`src/rtl/matrix_ls_fifo_pkg.sv`:
```
// Shared types for the matrix load/store request buffer.
// Holds the request entry layout produced by the matrix LS functional unit
// and the default buffer depth used by the top level.
package matrix_ls_fifo_pkg;

  // Default number of buffered matrix LS requests.
  localparam int MATLS_FIFO_DEPTH = 8;

  // Matrix register index and address widths.
  localparam int MATBITS_W = 3;
  localparam int WORD_W    = 32;

  typedef logic [MATBITS_W-1:0] matbits_t;
  typedef logic [WORD_W-1:0]    word_t;

  // Direction of a matrix memory request.
  typedef enum logic {
    M_LOAD  = 1'b0,
    M_STORE = 1'b1
  } matrix_mem_t;

  // One request as issued by the matrix LS unit toward the scratchpad.
  typedef struct packed {
    matrix_mem_t ls;
    matbits_t    rd;
    word_t       addr;
  } instrFIFO_t;

  localparam int INSTR_FIFO_W = $bits(instrFIFO_t);

  // Pointer width for a circular buffer of the given depth: one extra MSB
  // separates the "wrapped once more" full case from the empty case.
  function automatic int ptr_width(input int depth);
    return $clog2(depth) + 1;
  endfunction

endpackage

```
`src/rtl/matrix_ls_fifo.sv`:
```
// In-order request buffer between the matrix LS functional unit and the
// scratchpad request port. Circular storage with first-word fall-through
// from registered pointers; status outputs depend only on registers.
//
// Handshake: the head entry transfers to the scratchpad on a rising edge
// where sp_valid && sp_ready; sp_entry is held stable while sp_valid is
// high and sp_ready is low (flush excepted). On the producer side there is
// no ready signal: the producer samples full before raising push, and a
// push seen while full is dropped and recorded in the sticky overflow flag.
module matrix_ls_fifo
  import matrix_ls_fifo_pkg::*;
#(
  parameter int DEPTH = MATLS_FIFO_DEPTH
) (
  input  logic                   CLK,
  input  logic                   RST,
  input  logic                   flush,
  input  logic                   push,
  input  instrFIFO_t             push_entry,
  output logic                   full,
  output logic                   sp_valid,
  output instrFIFO_t             sp_entry,
  input  logic                   sp_ready,
  output logic [$clog2(DEPTH):0] count,
  output logic                   overflow
);

  localparam int AW = $clog2(DEPTH);
  localparam int PW = ptr_width(DEPTH);

  localparam logic [PW-1:0] PTR_ONE = PW'(1);
  localparam logic [PW-1:0] DEPTH_P = PW'(DEPTH);

  logic [PW-1:0] wptr_q, wptr_d;
  logic [PW-1:0] rptr_q, rptr_d;
  logic [PW-1:0] count_q, count_d;
  logic          overflow_q, overflow_d;

  instrFIFO_t    mem [DEPTH];

  logic          push_ok;
  logic          pop_ok;

  // Status and head entry, all taken from registered state.
  always_comb begin
    full     = (count_q == DEPTH_P);
    sp_valid = (count_q != '0);
    count    = count_q;
    overflow = overflow_q;
    sp_entry = '0;
    if (sp_valid) begin
      sp_entry = mem[rptr_q[AW-1:0]];
    end
  end

  // Accepted transfers: a full buffer refuses a push even when the head is
  // leaving in the same cycle, so no slot is reused within one edge.
  always_comb begin
    push_ok = push && !full;
    pop_ok  = sp_valid && sp_ready;
  end

  // Next pointer/occupancy state; flush outranks both push and pop but
  // leaves the overflow history intact.
  always_comb begin
    wptr_d     = wptr_q;
    rptr_d     = rptr_q;
    overflow_d = overflow_q | (push && full);
    if (flush) begin
      wptr_d = '0;
      rptr_d = '0;
    end else begin
      if (push_ok) begin
        wptr_d = wptr_q + PTR_ONE;
      end
      if (pop_ok) begin
        rptr_d = rptr_q + PTR_ONE;
      end
    end
    count_d = wptr_d - rptr_d;
  end

  // Pointer, occupancy and sticky overflow registers.
  always_ff @(posedge CLK or posedge RST) begin
    if (RST) begin
      wptr_q     <= '0;
      rptr_q     <= '0;
      count_q    <= '0;
      overflow_q <= 1'b0;
    end else begin
      wptr_q     <= wptr_d;
      rptr_q     <= rptr_d;
      count_q    <= count_d;
      overflow_q <= overflow_d;
    end
  end

  // Entry storage; contents are never visible while empty, so no reset.
  always_ff @(posedge CLK) begin
    if (push_ok && !flush) begin
      mem[wptr_q[AW-1:0]] <= push_entry;
    end
  end

endmodule

```
`config.mk`:
```
export PLATFORM = sky130hd
export DESIGN_NAME = matrix_ls_fifo
export DESIGN_NICKNAME = d
export VERILOG_FILES = /design/src/rtl/matrix_ls_fifo_pkg.sv /design/src/rtl/matrix_ls_fifo.sv
export SDC_FILE = /design/constraint.sdc
export NUM_CORES = 1
export LEC_CHECK = 0
export BUFFER_PORTS_ARGS = -buffer_cell sky130_fd_sc_hd__buf_2
export CAP_MARGIN = 25
export CORE_MARGIN = 3
export CORE_UTILIZATION = 51
export DETAILED_ROUTE_END_ITERATION = 7
export HOLD_SLACK_MARGIN = 0.03
export PLACE_DENSITY = 0.69
export SLEW_MARGIN = 20
export SYNTH_ARGS = -nofsm -noshare
export SYNTH_HDL_FRONTEND = slang
export SYNTH_SLANG_ARGS = --single-unit
```
`constraint.sdc`:
```
create_clock -name CLK -period 6 [get_ports CLK]
set_input_delay 1.2 -clock CLK [delete_from_list [all_inputs] [get_ports CLK]]
set_output_delay 1.2 -clock CLK [all_outputs]
set_load 0.05 [all_outputs]
```
==> results.toml <==
[finish]
stdcell_count = 940
nNetsFinal = 683
syn_to_final_growth_pct = 15.8
antenna_cells = 0
final_util = 0.610
drive_above_1_share = 0.355

[sta]
tightest_slew_ps = 947
final_max_slew_viol_count = 0
slew-limit-headroom = 0.369
fin_crit_ps = 4260
setup_viol = 0
clock_skew_ps = 15.7
min_period_over_period = 0.710
hold_violations = 0
setup_tns_ps = 0
rsz0062_at_grt = "no"
fmax_ghz = 0.235

[grt]
grt_pass1_vias = 5841
grt_pass1_wl_um = 34400
overflow = 0
antenna_found_initial = 0
track_usage = 0.185
grt_max_degree = 76

[logic_synthesis]
yosysUniqueCellTypes = 30
syn_area_sq_mm = 0.0116
yosysSeqAreaShare = 0.772
synth_nets = 581
yosys_warnings = 0
ys_seq_elements = 301
syn_avg_cell_area_sq_um = 21.8
synth_cells = 534

[clocking]
cts_max_level = 1
cts_setup_buffers = 0
holdBufCountCts = 0
clk_pin_slew_ps = 60
tritoncts = "yes"
cts_sinks = 301
cts-buffers-inserted = 30
cts-resized-gates = 0
cts_buffer_depth = 3
cts_root_buf = "clkbuf_16"
clk_latency_ps = 540

[drt]
dr.pass1.iters = 5
wl_per_cell_um = 23.6
postRouteAntennaNets = 0
wirelength_um = 22200
dr_total_vias = 5441
drc = 0
drtIter0Drc = 394
viasPerCell = 5.79

[flow_run]
cap_violations = 0

[worst_setup_path]
critPathArrivalTime_ps = 3060
r2r_setup_slack_ps = 3110
r2r-start = "count[1]$_DFF_PP0_"
cp-start-kind = "register"
path_max_fanout = 47
critPathKind = "reg2out"
crit_required_ps = 4800
reg2reg_depth = 10
r2r_end = "count[3]$_DFF_PP0_"
critPathCaptureType = "output port"

[die]
initial_utilization = 0.526
core_sq_mm = 0.0221
boundaryPins = 84
rows = 54
die_w_um = 157
die_area_sq_mm = 0.0246
die_h_um = 157

[hold_path]
whs_endpoint = "overflow$_DFF_PP0_"
hold_depth = 1
min_path_type = "reg2reg"
hp-start = "overflow$_DFF_PP0_"

[power_and_ir_drop]
power_density_mw_per_mm2 = 441
ir_drop_uv = 412
power_w = 0.00594
p_leak_nw = 4.41

[run_status]
status = "finished clean"

[placed_design]
dp_cells = 883
io_buffers = 83
place_hpwl_um = 11800
finalWeightedCongestion = 0.705
[where the power goes]
| group | switching, W | leakage (nW) | internal [W] |
|---|---|---|---|
| clock | 0.000749 | 0.486 | 0.00107 |
| sequential | 0.000128 | 2.77 | 0.00239 |
| combinational | 0.00106 | 1.16 | 0.000541 |
| total | 0.00194 | 4.41 | 0.00400 |
[flip-flops by register name, summed over array words and instances, names as in the netlist]
name,count
count,4
mem,288
overflow,1
rptr_q,4
wptr_q,4
[cells by family (layout without fill, tap and decap cells)]
kind of cell,count (synthesis),after routing,share of synthesized area
flops,301,301,0.772
compound gates,8,8,0.00420
buf+inv,36,162,0.0126
simple gates,68,68,0.0273
mux,109,109,0.171
xor+xnor,6,6,0.00581
fa+ha+maj,6,6,0.00710
[metal layers]
metal / share of wire / GRT usage / vias to the layer above / wire length (um)
met3: 0.074 / 0.0360 / 30 / 1650
met1: 0.39 / 0.245 / 2840 / 8620
met2: 0.52 / 0.322 / 173 / 11500
li1: - / - / 2398 / -
met4: 0.018 / 0.0388 / 0 / 391
met5: 0 / 0 / - / 0
[layout make-up]
cell class | instances | area [sq um]
Sequential cell | 301 | 8980
Fill cell | 1591 | 8620
Multi-Input combinational cell | 197 | 2580
Clock buffer | 33 | 783
Timing Repair Buffer | 99 | 556
Tap cell | 280 | 350
Clock inverter | 23 | 191
Inverter | 7 | 26.3
[cells in the mapped netlist]
cell type,count,area (sq um)
nand3_1,4,20.0
buf_2,9,45.0
or2_2,3,18.8
xor2_1,5,43.8
and4_4,1,11.3
edfxtp_1,288,8650
or4b_1,1,10.0
buf_1,5,18.8
nand4_1,2,12.5
o21ai_0,1,5.00
nand2_1,4,15.0
nor2_1,43,161
a31oi_1,1,6.26
nor4bb_1,1,10.0
nor4b_1,2,17.5
clkbuf_1,15,56.3
mux2i_1,37,370
xor3_1,1,23.8
a21o_1,2,15.0
fa_1,1,20.0
nor4_1,3,18.8
ha_1,5,62.6
inv_1,7,26.3
mux4_2,72,1620
dfrtp_1,13,325
or3_1,1,6.26
o21a_1,1,7.51
and3_1,1,6.26
a21oi_1,3,15.0
nor3_1,2,10.0
[cells in the final DEF (no fill, tap or decap), types with 2 or more instances in the layout]
master / instances
nand4_1: 2
dfrtp_4: 2
mux2i_1: 37
edfxtp_1: 288
ha_1: 5
clkinv_2: 10
mux4_2: 72
nor3_2: 2
nand3_1: 4
clkbuf_1: 2
xor2_1: 5
nor4b_2: 2
buf_4: 15
a21o_1: 2
nand2_1: 4
a21oi_1: 3
clkbuf_16: 31
nor2_1: 42
clkinv_1: 7
bufinv_16: 3
nor4_2: 2
dfrtp_1: 10
or2_2: 3
buf_2: 83
inv_1: 7
[critical path: stages, from the launching register on]
cell     delay (ps)
dfrtp_4        1040
buf_4           450
mux4_2          550
mux2i_1         160
nor2_1           70
buf_2           240
[worst max-delay path by stage]
stage,from,endpoint,slack [ps],depth (start not counted)
global placement,rptr_q[0]$_DFF_PP0_,sp_entry[2],2250,5
detailed placement,rptr_q[0]$_DFF_PP0_,sp_entry[0],2210,5
CTS,rptr_q[0]$_DFF_PP0_,sp_entry[0],1620,5
global route,rptr_q[0]$_DFF_PP0_,sp_entry[2],1470,5
floorplan,push,mem[3][0]$_DFFE_PP_,50,3
finish,rptr_q[0]$_DFF_PP0_,sp_entry[0],1740,5
[through the flow]
step | hold slack (ps) | area, sq um | worst slack [ps]
detailed placement | 444 | 12500 | 2210
finish | 453 | 13500 | 1740
global placement | 432 | 12500 | 2250
global route | 478 | 13500 | 1470
CTS | 457 | 13400 | 1620
floorplan | 530 | 11600 | 52.8
No activity file was read; power rests on OpenSTA's default activity.
